File: src/rtl/alu_issue_stage_if.sv
// Decode/forwarding bundle into the ID/EX issue stage and its registered ALU-side outputs.
// master = decode/pipeline side, slave = the issue stage.
interface alu_issue_stage_if;
  localparam int unsigned DW = 32;
  localparam int unsigned RW = 5;

  logic          InValid;
  logic [DW-1:0] RsData;
  logic [DW-1:0] RtData;
  logic [RW-1:0] Rs;
  logic [RW-1:0] Rt;
  logic [RW-1:0] Rd;
  logic [15:0]   Imm16;
  logic [RW-1:0] Shamt;
  logic          SignExt;
  logic [1:0]    OpSel;
  logic [3:0]    ALUCtrlIn;
  logic          RegWrIn;
  logic          MemReadIn;
  logic          ExMemRegWr;
  logic          MemWbRegWr;
  logic [RW-1:0] ExMemRd;
  logic [RW-1:0] MemWbRd;
  logic [DW-1:0] ExMemResult;
  logic [DW-1:0] MemWbResult;
  logic          Stall;
  logic          Flush;
  logic [DW-1:0] BusA;
  logic [DW-1:0] BusB;
  logic [3:0]    ALUCtrl;
  logic          Valid;
  logic          RegWr;
  logic          MemRead;
  logic [RW-1:0] RdOut;
  logic          Hazard;

  modport master (
    output InValid, RsData, RtData, Rs, Rt, Rd, Imm16, Shamt, SignExt, OpSel,
           ALUCtrlIn, RegWrIn, MemReadIn, ExMemRegWr, MemWbRegWr, ExMemRd,
           MemWbRd, ExMemResult, MemWbResult, Stall, Flush,
    input  BusA, BusB, ALUCtrl, Valid, RegWr, MemRead, RdOut, Hazard
  );

  modport slave (
    input  InValid, RsData, RtData, Rs, Rt, Rd, Imm16, Shamt, SignExt, OpSel,
           ALUCtrlIn, RegWrIn, MemReadIn, ExMemRegWr, MemWbRegWr, ExMemRd,
           MemWbRd, ExMemResult, MemWbResult, Stall, Flush,
    output BusA, BusB, ALUCtrl, Valid, RegWr, MemRead, RdOut, Hazard
  );
endinterface

File: src/rtl/alu_issue_stage.sv
// ID/EX issue stage: forwards and routes ALU operands, detects load-use hazards,
// and registers the operand bundle for the execute cycle.
module alu_issue_stage (
  input  logic           Clk,
  input  logic           Reset,
  alu_issue_stage_if.slave bus
);
  localparam int unsigned DW = 32;
  localparam int unsigned RW = 5;

  logic [DW-1:0] busa_q, busa_d;
  logic [DW-1:0] busb_q, busb_d;
  logic [3:0]    aluctrl_q, aluctrl_d;
  logic [RW-1:0] rd_q, rd_d;
  logic          valid_q, valid_d;
  logic          regwr_q, regwr_d;
  logic          memread_q, memread_d;

  logic [DW-1:0] rs_fwd, rt_fwd, ext_imm, op_a, op_b;
  logic          uses_rs, uses_rt, hazard;

  // EX/MEM beats MEM/WB; register 0 is never forwarded.
  function automatic logic [DW-1:0] fwd(
    input logic [RW-1:0] idx,
    input logic [DW-1:0] rf_data,
    input logic          exmem_wr,
    input logic [RW-1:0] exmem_rd,
    input logic [DW-1:0] exmem_res,
    input logic          memwb_wr,
    input logic [RW-1:0] memwb_rd,
    input logic [DW-1:0] memwb_res
  );
    if (exmem_wr && exmem_rd != '0 && exmem_rd == idx) return exmem_res;
    if (memwb_wr && memwb_rd != '0 && memwb_rd == idx) return memwb_res;
    return rf_data;
  endfunction

  always_comb begin
    rs_fwd  = fwd(bus.Rs, bus.RsData, bus.ExMemRegWr, bus.ExMemRd, bus.ExMemResult,
                  bus.MemWbRegWr, bus.MemWbRd, bus.MemWbResult);
    rt_fwd  = fwd(bus.Rt, bus.RtData, bus.ExMemRegWr, bus.ExMemRd, bus.ExMemResult,
                  bus.MemWbRegWr, bus.MemWbRd, bus.MemWbResult);
    ext_imm = bus.SignExt ? {{16{bus.Imm16[15]}}, bus.Imm16} : {16'b0, bus.Imm16};
    op_a    = rs_fwd;
    op_b    = rt_fwd;
    uses_rs = 1'b1;
    uses_rt = 1'b1;
    case (bus.OpSel)
      2'd0: begin op_a = rs_fwd; op_b = rt_fwd; end
      2'd1: begin op_a = rs_fwd; op_b = ext_imm; uses_rt = 1'b0; end
      2'd2: begin op_a = rt_fwd; op_b = {27'b0, bus.Shamt}; uses_rs = 1'b0; end
      default: begin op_a = rt_fwd; op_b = rs_fwd; end
    endcase
    hazard = bus.InValid & valid_q & memread_q & (rd_q != '0) &
             ((uses_rs & (rd_q == bus.Rs)) | (uses_rt & (rd_q == bus.Rt)));
  end

  // Flush > Stall > Hazard bubble > capture; bubbles and flushes keep the data registers.
  always_comb begin
    busa_d    = busa_q;
    busb_d    = busb_q;
    aluctrl_d = aluctrl_q;
    rd_d      = rd_q;
    valid_d   = valid_q;
    regwr_d   = regwr_q;
    memread_d = memread_q;
    if (bus.Flush || (!bus.Stall && hazard)) begin
      valid_d   = 1'b0;
      regwr_d   = 1'b0;
      memread_d = 1'b0;
    end else if (!bus.Stall) begin
      busa_d    = op_a;
      busb_d    = op_b;
      aluctrl_d = bus.ALUCtrlIn;
      rd_d      = bus.Rd;
      valid_d   = bus.InValid;
      regwr_d   = bus.RegWrIn & bus.InValid;
      memread_d = bus.MemReadIn & bus.InValid;
    end
  end

  always_ff @(posedge Clk) begin
    if (Reset) begin
      busa_q    <= '0;
      busb_q    <= '0;
      aluctrl_q <= '0;
      rd_q      <= '0;
      valid_q   <= 1'b0;
      regwr_q   <= 1'b0;
      memread_q <= 1'b0;
    end else begin
      busa_q    <= busa_d;
      busb_q    <= busb_d;
      aluctrl_q <= aluctrl_d;
      rd_q      <= rd_d;
      valid_q   <= valid_d;
      regwr_q   <= regwr_d;
      memread_q <= memread_d;
    end
  end

  assign bus.BusA    = busa_q;
  assign bus.BusB    = busb_q;
  assign bus.ALUCtrl = aluctrl_q;
  assign bus.RdOut   = rd_q;
  assign bus.Valid   = valid_q;
  assign bus.RegWr   = regwr_q;
  assign bus.MemRead = memread_q;
  assign bus.Hazard  = hazard;
endmodule

File: src/flat_wrapper.sv
// flat-port wrapper written by rule: the top's interface ports become plain ports
module alu_issue_stage_flat 
  (Clk, Reset, bus_InValid, bus_RsData, bus_RtData, bus_Rs, bus_Rt, bus_Rd, bus_Imm16, bus_Shamt, bus_SignExt, bus_OpSel, bus_ALUCtrlIn, bus_RegWrIn, bus_MemReadIn, bus_ExMemRegWr, bus_MemWbRegWr, bus_ExMemRd, bus_MemWbRd, bus_ExMemResult, bus_MemWbResult, bus_Stall, bus_Flush, bus_BusA, bus_BusB, bus_ALUCtrl, bus_Valid, bus_RegWr, bus_MemRead, bus_RdOut, bus_Hazard);
  alu_issue_stage_if bus_i ();
  input  logic Clk;
  input  logic Reset;
  input wire logic [$bits(bus_i.InValid)-1:0] bus_InValid;
  input wire logic [$bits(bus_i.RsData)-1:0] bus_RsData;
  input wire logic [$bits(bus_i.RtData)-1:0] bus_RtData;
  input wire logic [$bits(bus_i.Rs)-1:0] bus_Rs;
  input wire logic [$bits(bus_i.Rt)-1:0] bus_Rt;
  input wire logic [$bits(bus_i.Rd)-1:0] bus_Rd;
  input wire logic [$bits(bus_i.Imm16)-1:0] bus_Imm16;
  input wire logic [$bits(bus_i.Shamt)-1:0] bus_Shamt;
  input wire logic [$bits(bus_i.SignExt)-1:0] bus_SignExt;
  input wire logic [$bits(bus_i.OpSel)-1:0] bus_OpSel;
  input wire logic [$bits(bus_i.ALUCtrlIn)-1:0] bus_ALUCtrlIn;
  input wire logic [$bits(bus_i.RegWrIn)-1:0] bus_RegWrIn;
  input wire logic [$bits(bus_i.MemReadIn)-1:0] bus_MemReadIn;
  input wire logic [$bits(bus_i.ExMemRegWr)-1:0] bus_ExMemRegWr;
  input wire logic [$bits(bus_i.MemWbRegWr)-1:0] bus_MemWbRegWr;
  input wire logic [$bits(bus_i.ExMemRd)-1:0] bus_ExMemRd;
  input wire logic [$bits(bus_i.MemWbRd)-1:0] bus_MemWbRd;
  input wire logic [$bits(bus_i.ExMemResult)-1:0] bus_ExMemResult;
  input wire logic [$bits(bus_i.MemWbResult)-1:0] bus_MemWbResult;
  input wire logic [$bits(bus_i.Stall)-1:0] bus_Stall;
  input wire logic [$bits(bus_i.Flush)-1:0] bus_Flush;
  output wire logic [$bits(bus_i.BusA)-1:0] bus_BusA;
  output wire logic [$bits(bus_i.BusB)-1:0] bus_BusB;
  output wire logic [$bits(bus_i.ALUCtrl)-1:0] bus_ALUCtrl;
  output wire logic [$bits(bus_i.Valid)-1:0] bus_Valid;
  output wire logic [$bits(bus_i.RegWr)-1:0] bus_RegWr;
  output wire logic [$bits(bus_i.MemRead)-1:0] bus_MemRead;
  output wire logic [$bits(bus_i.RdOut)-1:0] bus_RdOut;
  output wire logic [$bits(bus_i.Hazard)-1:0] bus_Hazard;
  assign bus_i.InValid = bus_InValid;
  assign bus_i.RsData = bus_RsData;
  assign bus_i.RtData = bus_RtData;
  assign bus_i.Rs = bus_Rs;
  assign bus_i.Rt = bus_Rt;
  assign bus_i.Rd = bus_Rd;
  assign bus_i.Imm16 = bus_Imm16;
  assign bus_i.Shamt = bus_Shamt;
  assign bus_i.SignExt = bus_SignExt;
  assign bus_i.OpSel = bus_OpSel;
  assign bus_i.ALUCtrlIn = bus_ALUCtrlIn;
  assign bus_i.RegWrIn = bus_RegWrIn;
  assign bus_i.MemReadIn = bus_MemReadIn;
  assign bus_i.ExMemRegWr = bus_ExMemRegWr;
  assign bus_i.MemWbRegWr = bus_MemWbRegWr;
  assign bus_i.ExMemRd = bus_ExMemRd;
  assign bus_i.MemWbRd = bus_MemWbRd;
  assign bus_i.ExMemResult = bus_ExMemResult;
  assign bus_i.MemWbResult = bus_MemWbResult;
  assign bus_i.Stall = bus_Stall;
  assign bus_i.Flush = bus_Flush;
  assign bus_BusA = bus_i.BusA;
  assign bus_BusB = bus_i.BusB;
  assign bus_ALUCtrl = bus_i.ALUCtrl;
  assign bus_Valid = bus_i.Valid;
  assign bus_RegWr = bus_i.RegWr;
  assign bus_MemRead = bus_i.MemRead;
  assign bus_RdOut = bus_i.RdOut;
  assign bus_Hazard = bus_i.Hazard;
  alu_issue_stage u_core (.Clk(Clk), .Reset(Reset), .bus(bus_i));
endmodule
File: config.mk
export PLATFORM = sky130hd
export DESIGN_NAME = alu_issue_stage_flat
export DESIGN_NICKNAME = d
export VERILOG_FILES = /design/src/rtl/alu_issue_stage_if.sv /design/src/rtl/alu_issue_stage.sv /design/src/flat_wrapper.sv
export SDC_FILE = /design/constraint.sdc
export NUM_CORES = 1
export LEC_CHECK = 0
export CELL_PAD_IN_SITES_DETAIL_PLACEMENT = 2
export CELL_PAD_IN_SITES_GLOBAL_PLACEMENT = 2
export CORE_ASPECT_RATIO = 1.75
export CORE_UTILIZATION = 20
export DETAILED_ROUTE_END_ITERATION = 8
export PLACE_DENSITY = 0.82
export RECOVER_POWER = 25
export SYNTH_ARGS = -nofsm -noshare
export SYNTH_HDL_FRONTEND = slang
export SYNTH_SLANG_ARGS = --single-unit
File: constraint.sdc
create_clock -name Clk -period 2.4 [get_ports Clk]
set_clock_uncertainty 0.15 [all_clocks]
set_input_delay 0.48 -clock Clk [delete_from_list [all_inputs] [get_ports Clk]]
set_output_delay 0.48 -clock Clk [all_outputs]
set_load 0.02 [all_outputs]
==> results of run 1 <==
state kept, by name, indices dropped and copies added (netlist names):
| name | count |
|---|---|
| u_core.bus.MemRead | 1 |
| u_core.bus.Valid | 1 |
| u_core.bus.BusA | 32 |
| u_core.bus.RdOut | 5 |
| u_core.bus.BusB | 32 |
| u_core.bus.RegWr | 1 |
| u_core.bus.ALUCtrl | 4 |
cells in the final DEF, fill, tap and decap left out, types with 12 or more instances in the layout:
cell	instances
a211oi_2	25
a211oi_4	12
a311oi_1	12
a311oi_2	30
a31oi_1	32
a31oi_2	16
buf_12	50
buf_16	16
buf_4	135
buf_6	32
clkbuf_16	12
clkdlybuf4s50_1	222
dfxtp_1	71
dlygate4sd3_1	19
nand2_1	27
nand4_1	66
nor2_1	40
nor2_2	20
nor2_4	19
nor3_1	74
nor3_2	42
o31ai_1	26
o31ai_2	23
o31ai_4	15
metal layers:
layer	wire (um)	global-route usage
met1	20000	0.328
met2	30800	0.620
met3	4000	0.0604
met4	7780	0.319
met5	0	0
cells by family (layout without fill, tap and decap cells):
family | count (synthesis) | in the layout | share of synthesized area
simple gates | 328 | 328 | 0.272
compound gates | 265 | 265 | 0.347
buf+inv | 109 | 523 | 0.0780
flops | 76 | 76 | 0.258
xor+xnor | 30 | 30 | 0.0445
other cells | 0 | 6 | 0
stage by stage:
stage	setup TNS [ns]	hold WS (ns)	power [mW]
CTS	-1.65	0.322	5.26
detailed placement	-57.21	0.313	3.33
global placement	-49.98	0.292	3.28
floorplan	0	0.385	2.13
global route	-16.76	0.376	5.95
finish	-14.85	0.357	5.87
report_power, final:
group	internal, mW	switching [mW]
Clock	0.837	0.739
Combinational	1.29	1.57
Sequential	1.34	0.0909
Total	3.47	2.40
worst max path at each step:
stage | startpoint | endpoint | slack, ns
after CTS | u_core.bus.RdOut[0] | bus_Hazard | -0.1
after global placement | bus_MemWbRd[4] | u_core.bus.BusB[14] | -0.93
after detailed placement | bus_Rs[2] | u_core.bus.BusA[25] | -1.04
after global routing | bus_Rt[4] | u_core.bus.BusA[15] | -0.53
after floorplan | bus_ExMemRd[1] | u_core.bus.BusA[2] | 0.03
final | bus_Rs[4] | u_core.bus.BusB[24] | -0.51
Yosys cell counts, types with 5 or more instances:
| library cell | count | area [sq um] |
|---|---|---|
| nand4_1 | 66 | 413 |
| clkbuf_1 | 73 | 274 |
| xnor2_1 | 16 | 140 |
| a311oi_1 | 43 | 377 |
| nor3_1 | 120 | 601 |
| nor2_1 | 79 | 297 |
| buf_2 | 26 | 130 |
| a21oi_1 | 23 | 115 |
| nand2_1 | 41 | 154 |
| a211oi_1 | 43 | 323 |
| a2111oi_2 | 9 | 135 |
| a2111oi_1 | 6 | 60.1 |
| o31ai_1 | 64 | 480 |
| a311o_1 | 6 | 60.1 |
| dfxtp_1 | 76 | 1520 |
| xor2_1 | 14 | 123 |
| a31oi_1 | 53 | 332 |
| nor4_1 | 8 | 50.1 |
| buf_4 | 5 | 37.5 |
| a221oi_1 | 6 | 52.6 |
worst max-delay path: stages:
cell,delay (ns)
clkdlybuf4s15_2,0.25
buf_4,0.18
xnor2_4,0.19
and3_4,0.24
buf_12,0.13
buf_4,0.19
nand4_1,0.27
a31oi_2,0.57
nor3_2,0.12
a2111oi_4,0.39
layout make-up:
cell class	instances	area, sq um	share of cell area
clock buffers	9	225	0.0162
flip-flops and latches	76	1540	0.111
clock inverters	7	90.1	0.00647
inverters	4	15.0	0.00108
well taps	378	473	0.0340
multi-input cells	623	6020	0.432
repair buffers	503	5540	0.398
diodes	6	15.0	0.00108
what timing repair did:
item                                   CTS  global route
endpoints found under the hold margin    0             0
cloned                                  18             3
setup buffers                           24            28
setup endpoints to repair               74            74
pin swaps                              116            84
resized for setup                      307           246
==> metrics.md, run 1 <==
| Metric | Value |
|---|---|
| Worst slew pin tran | 0.836 ns |
| Count of non-filler cells in the finished layout | 1606 |
| Final Hold Viols | 0 |
| Synthesized instance count | 808 |
| Vias per cell | 6.31 |
| Cts bufs inserted | 9 |
| Hold path endpoint | u_core.bus.ALUCtrl[1] |
| DRC Markers | 0 |
| Die area | 0.0302 sq mm |
| First-pass GRT wire length | 74.9 mm |
| Register area share after synthesis | 0.258 |
| Max Cap Viol | 0 |
| Min-delay src | u_core.bus.ALUCtrl[1] |
| Failing checks | setup timing |
| Synth Warn # | 0 |
| R2R Path End | u_core.bus.BusB[12] |
| Ys flop type | dfxtp_1 |
| CP Max Fanout | 9 |
| Hold Path Class | reg2reg |
| Root Buffer | clkbuf_16 |
| CP Capture Type | register |
| PortBufs | 266 |
| Critical Path AT | 3.03 ns |
| Fmax | 344 MHz |
| Starting Density | 0.205 |
| I/O pins | 267 |
| Yosys cell types | 38 |
| Pre-CTS WS | -1.04 ns |
| Worst EP required | 2.52 ns |
| Hold path depth | 2 |
| 1st-iter DRT viols | 753 |
| Nets@finish | 1407 |
| Status | finished with violations |
| Critical path class | in2reg |
| Final worst slack | -0.509 ns |
| Worst slew margin relative to its limit | 0.438 |
| Final Slew Violations | 0 |
| Buffer depth of the longest clock path | 2 |
| Filler cells | 2862 |
| Critical R2R Launch | u_core.bus.RdOut[2] |
| Peak supply drop | 467 uV |
| Mean Syn Cell Area | 7.30 sq um |
| Synth Register Bits | 76 |
| Setup slack, reg-to-reg | -0.30 ns |
| Cell count of the worst reg-to-reg path | 11 |
| RSZ-0062 raised after global routing | true |
| Syn Nets | 998 |
| Placed cells | 1521 |
| Cell Area, Placed | 0.0103 sq mm |
| Fin crit share | 1.21 |
| HPWL after DPL | 33.5 mm |
| Post-synth ARST share | 0 |
| CTS clock-pin slew for the worst setup and hold paths | 0.07 ns |
| Critical Path Source Type | primary input |
| CORE AREA | 0.0288 sq mm |
| Leakage | 4.73 nW |
| Die W | 132 um |
| Vert. Die Dim | 229 um |
| Area growth syn-to-layout | 136% |
| Final setup vio count | 74 |
| Total vias in the final route | 10100 |
| Rows | 82 |
| Cell area after layout | 0.0139 sq mm |
| Antenna Nets Post-Route | 0 |
| TritonCTS clock tree | built |
| Worst-Skew Late Latency | 0.38 ns |
| Layout cells sized above 1 | 0.478 |
| EDFF count, synth | 0 |
| Avg WL per Cell | 39.0 um |
| Routed WL | 62.6 mm |
| Antenna violations before repair | 6 |
| Clock sinks | 76 |
| Largest net degree at the start of global routing | 77 |
| Final worst path period need | 2.91 ns |
| Htree depth | 3 |
| P per Cell Area | 422 mW/mm^2 |
| Total track usage | 0.344 |
| DRT Pass-1 Iters | 5 |
| Final core utilization | 0.483 |
| Mapped Area | 0.00590 sq mm |
| Vias in the first global route | 10800 |
| Placer congestion estimate | 1.00 |
| Total grt overflow | 0 |
| Hold buffer count at CTS | 0 |
No activity file was read; power rests on OpenSTA's default activity.
==> inputs of run 2 (changes only) <==
Settings changed: CORE_MARGIN from default to 1.5, SKIP_CTS_REPAIR_TIMING from default to 1.
==> metrics.md, run 2 (same netlist as run 1, synthesis figures left out) <==
| Metric | Value |
|---|---|
| Peak supply drop | 476 uV |
| Comb power frac | 0.477 |
| Critical path class | in2reg |
| Cts bufs inserted | 9 |
| P per Cell Area | 418 mW/mm^2 |
| Max Cap Viol | 0 |
| DRT Pass-1 Iters | 5 |
| Vert. Die Dim | 230 um |
| Total vias in the final route | 10000 |
| R2R Path End | u_core.bus.BusB[24] |
| Clock sinks | 76 |
| Antenna Nets Post-Route | 0 |
| Starting Density | 0.202 |
| Worst slew pin tran | 0.753 ns |
| Setup TNS | -11.94 ns |
| Worst EP required | 2.54 ns |
| Fmax | 364 MHz |
| Cell count of the worst reg-to-reg path | 9 |
| Critical Path AT | 2.89 ns |
| Final core utilization | 0.469 |
| CORE AREA | 0.0292 sq mm |
| Root Buffer | clkbuf_16 |
| Hold Path Class | reg2reg |
| Hold path endpoint | u_core.bus.BusA[1] |
| RSZ-0062 raised after global routing | true |
| Clk pwr share | 0.275 |
| Final Slew Violations | 0 |
| Final Hold Viols | 0 |
| Buffer depth of the longest clock path | 2 |
| Min-delay src | u_core.bus.BusA[1] |
| Seq pwr share | 0.248 |
| First-pass GRT wire length | 59.8 mm |
| CP Capture Type | register |
| Placed cells | 1528 |
| Internal Power | 3.41 mW |
| NetSw | 2.31 mW |
| Avg WL per Cell | 36.8 um |
| Worst slew margin relative to its limit | 0.494 |
| I/O pins | 267 |
| Final worst slack | -0.347 ns |
| Filler cells | 2910 |
| Nets@finish | 1410 |
| Antenna violations before repair | 7 |
| Status | finished with violations |
| Commonest non-fill, non-tap cell in the layout | clkdlybuf4s50_1 |
| Total power | 5.72 mW |
| Setup crit start | bus_Rs[1] |
| Htree depth | 3 |
| DRC Markers | 0 |
| Routed WL | 59.4 mm |
| Final setup vio count | 73 |
| Die W | 133 um |
| Net Sw Frac | 0.403 |
| Fin crit share | 1.14 |
| Die area | 0.0306 sq mm |
| 1st-iter DRT viols | 866 |
| Placer congestion estimate | 0.952 |
| Final worst path period need | 2.75 ns |
| CTS clock-pin slew for the worst setup and hold paths | 0.08 ns |
| Leakage | 4.68 nW |
| Most frequent cells in the layout | 241 x clkdlybuf4s50_1, 146 x buf_4, 84 x nor3_1 |
| PortBufs | 266 |
| CP Max Fanout | 7 |
| TritonCTS clock tree | built |
| Count of non-filler cells in the finished layout | 1615 |
| Total grt overflow | 0 |
| Total track usage | 0.267 |
| Failing checks | setup timing |
| Setup slack, reg-to-reg | -0.28 ns |
| Critical R2R Launch | u_core.bus.RdOut[3] |
| Critical Path Source Type | primary input |
| Rows | 83 |
| Area growth syn-to-layout | 132% |
| Worst-Skew Late Latency | 0.38 ns |
| HPWL after DPL | 33.3 mm |
| Vias per cell | 6.20 |
| Vias in the first global route | 9707 |
| Largest net degree at the start of global routing | 60 |
| Hold path depth | 2 |
| Layout cells sized above 1 | 0.429 |
[run 2: per-stage QoR]
step | setup WS (ns) | hold slack [ns] | cell area [sq um]
floorplan | 0.0332 | 0.385 | 5910
global placement | -1.14 | 0.292 | 10400
detailed placement | -1.14 | 0.309 | 10400
CTS | -0.862 | 0.318 | 10700
global route | -0.450 | 0.362 | 13700
finish | -0.347 | 0.353 | 13700
[run 2: routing by layer]
| metal | track usage | part of all wire | vias up |
|---|---|---|---|
| li1 | - | - | 4038 |
| met1 | 0.239 | 0.31 | 4932 |
| met2 | 0.520 | 0.51 | 717 |
| met3 | 0.0456 | 0.065 | 318 |
| met4 | 0.204 | 0.11 | 0 |
| met5 | 0 | 0 | - |
[run 2: worst max-delay path by stage]
stage	end	slack [ns]	cells after the start
2_1_floorplan	u_core.bus.BusA[2]	0.03	8
3_3_place_gp	u_core.bus.BusA[28]	-1.14	11
3_5_place_dp	u_core.bus.BusA[28]	-1.14	11
4_1_cts	bus_Hazard	-0.86	7
5_1_grt	u_core.bus.BusB[24]	-0.45	11
6_report	u_core.bus.BusB[24]	-0.35	11
[run 2: final cells by class]
type | count | area (sq um) | share of cell area
multi-input combinational | 623 | 5860 | 0.429
timing repair buffer | 506 | 5460 | 0.399
sequential | 76 | 1530 | 0.112
tap | 382 | 478 | 0.0350
clock buffer | 9 | 225 | 0.0165
clock inverter | 7 | 90.1 | 0.00659
antenna | 8 | 20.0 | 0.00146
inverter | 4 | 15.0 | 0.00110
[run 2: worst max-delay path, cell delays in order]
cell            delay, ns
dlymetal6s2s_1       0.15
buf_4                0.16
xor2_1               0.17
buf_4                0.16
nor2_4               0.15
buf_6                0.13
clkbuf_16            0.15
nand4_1              0.43
a31oi_1              0.39
nor3_1               0.17
a2111oi_4            0.35
[run 2: power by group through the flow]
| stage | logic [mW] | clock network (mW) | registers, mW |
|---|---|---|---|
| global route | 2.77 | 1.62 | 1.42 |
| global placement | 1.84 | 0 | 1.43 |
| detailed placement | 1.89 | 0 | 1.43 |
| CTS | 1.91 | 1.54 | 1.40 |
| finish | 2.73 | 1.57 | 1.42 |
| floorplan | 0.613 | 0 | 1.51 |
==> inputs of run 3 (changes only) <==
Settings changed: CAP_MARGIN from default to 20, SETUP_SLACK_MARGIN from default to 0.1.
==> metrics.md, run 3 (same netlist as run 1, synthesis figures left out) <==
| Metric | Value |
|---|---|
| DRT Pass-1 Iters | 6 |
| I/O pins | 267 |
| Max Cap Viol | 0 |
| Area growth syn-to-layout | 128% |
| Critical path's top delay family | compound AO/OA/AOI/OAI gates |
| Layout cells sized above 1 | 0.442 |
| Htree depth | 3 |
| Final Hold Viols | 0 |
| TritonCTS clock tree | built |
| Total grt overflow | 0 |
| Critical Path AT | 2.98 ns |
| Starting Density | 0.202 |
| Count of non-filler cells in the finished layout | 1593 |
| Status | finished with violations |
| Nets@finish | 1392 |
| Worst path slowest cell | a311oi_2 |
| Most used cell along the critical path | buf_12 |
| Die area | 0.0306 sq mm |
| Commonest non-fill, non-tap cell in the layout | clkdlybuf4s50_1 |
| Worst slew pin tran | 0.747 ns |
| RSZ-0062 raised after global routing | true |
| Critical Path Max Stage Delay | 0.59 ns |
| Cell count of the worst reg-to-reg path | 11 |
| Vias in the first global route | 9693 |
| Total power | 5.66 mW |
| Placed cells | 1523 |
| Worst EP required | 2.55 ns |
| 1st-iter DRT viols | 873 |
| Critical path class | in2reg |
| Cts bufs inserted | 9 |
| Fmax | 353 MHz |
| Critical path depth in cells | 10 |
| Final worst path period need | 2.83 ns |
| Die W | 133 um |
| Most frequent cells in the layout | 220 x clkdlybuf4s50_1, 130 x buf_4, 94 x nor3_1 |
| Pre-CTS WS | -1.14 ns |
| Buffer depth of the longest clock path | 2 |
| CP Capture Type | register |
| Vert. Die Dim | 230 um |
| CORE AREA | 0.0292 sq mm |
| P per Cell Area | 420 mW/mm^2 |
| HPWL after DPL | 33.1 mm |
| Rows | 83 |
| Peak supply drop | 452 uV |
| Largest net degree at the start of global routing | 53 |
| Clock sinks | 76 |
| First-pass GRT wire length | 59.8 mm |
| Leakage | 4.67 nW |
| CTS clock-pin slew for the worst setup and hold paths | 0.08 ns |
| Final Slew Violations | 0 |
| Avg WL per Cell | 36.9 um |
| DRC Markers | 0 |
| Root Buffer | clkbuf_16 |
| Antenna Nets Post-Route | 0 |
| CP Buf/Inv Count | 4 |
| Failing checks | setup timing |
| Fin Hold WS | 0.331 ns |
| Final worst slack | -0.433 ns |
| Hold path depth | 2 |
| PortBufs | 266 |
| CP Max Fanout | 8 |
| Total vias in the final route | 9952 |
| Placer congestion estimate | 0.964 |
| Fin crit share | 1.18 |
| Antenna violations before repair | 4 |
| Critical Path Source Type | primary input |
| Worst-Skew Late Latency | 0.39 ns |
| Hold Path Class | reg2reg |
| Worst slew margin relative to its limit | 0.498 |
| Critical-path cell list | buf_6 -> or4_4 -> o21ai_4 -> buf_12 -> buf_12 -> o31ai_2 -> a311oi_2 -> a211oi_4 -> buf_4 -> nor3_1 |
| Routed WL | 58.7 mm |
| Filler cells | 2949 |
| Vias per cell | 6.25 |
| Final setup vio count | 70 |
| Total track usage | 0.266 |
## run 3: changes by cell type in the layout (fill, tap and decap cells not counted), moves of 7 or more
cell,previous run,this run
clkdlybuf4s50_1,241,220
dlygate4sd3_1,0,21
nor2_1,62,45
buf_4,146,130
nor2_4,5,21
nor3_1,84,94
o31ai_4,20,11
buf_6,24,32
o31ai_2,24,32
nand2_1,34,27
## run 3: per-layer routing
layer	global-route usage	vias to the layer above	share of wire	wire length, um
li1	-	4003	-	-
met1	0.241	4929	0.31	18500
met2	0.517	706	0.51	30000
met3	0.0454	314	0.066	3850
met4	0.202	0	0.11	6400
met5	0	-	0	0
## run 3: stage by stage
step / util / area [sq um] / setup TNS [ns]
final: 0.462 / 13500 / -10.66
after global routing: 0.462 / 13500 / -13.84
after CTS: 0.360 / 10500 / -25.32
after detailed placement: 0.349 / 10200 / -53.31
after global placement: 0.349 / 10200 / -47.49
after floorplan: - / 6010 / 0
## run 3: layout make-up
class | count | area (sq um) | share of cell area
antenna | 4 | 10.0 | 0.000743
clock buffer | 9 | 225 | 0.0167
clock inverter | 7 | 95.1 | 0.00706
inverter | 4 | 15.0 | 0.00111
multi-input combinational | 623 | 5820 | 0.432
sequential | 76 | 1530 | 0.114
tap | 382 | 478 | 0.0355
timing repair buffer | 488 | 5300 | 0.393
## run 3: tightest hold or removal path: stages, from the launching register on
cell,delay [ns]
dfxtp_1,0.31
nand2_1,0.08
a21oi_2,0.05
## run 3: worst paths after layout
check | from | end | slack (ns)
max | bus_MemWbRd[0] | u_core.bus.BusA[22] | -0.43
min | u_core.bus.ALUCtrl[0] | u_core.bus.ALUCtrl[0] | 0.33
max reg2reg | u_core.bus.RdOut[0] | u_core.bus.BusB[30] | -0.41
min reg2reg | u_core.bus.ALUCtrl[0] | u_core.bus.ALUCtrl[0] | 0.33
## run 3: power by group
part / switching (mW) / internal (mW)
combinational: 1.47 / 1.18
sequential: 0.0834 / 1.34
clock: 0.751 / 0.837
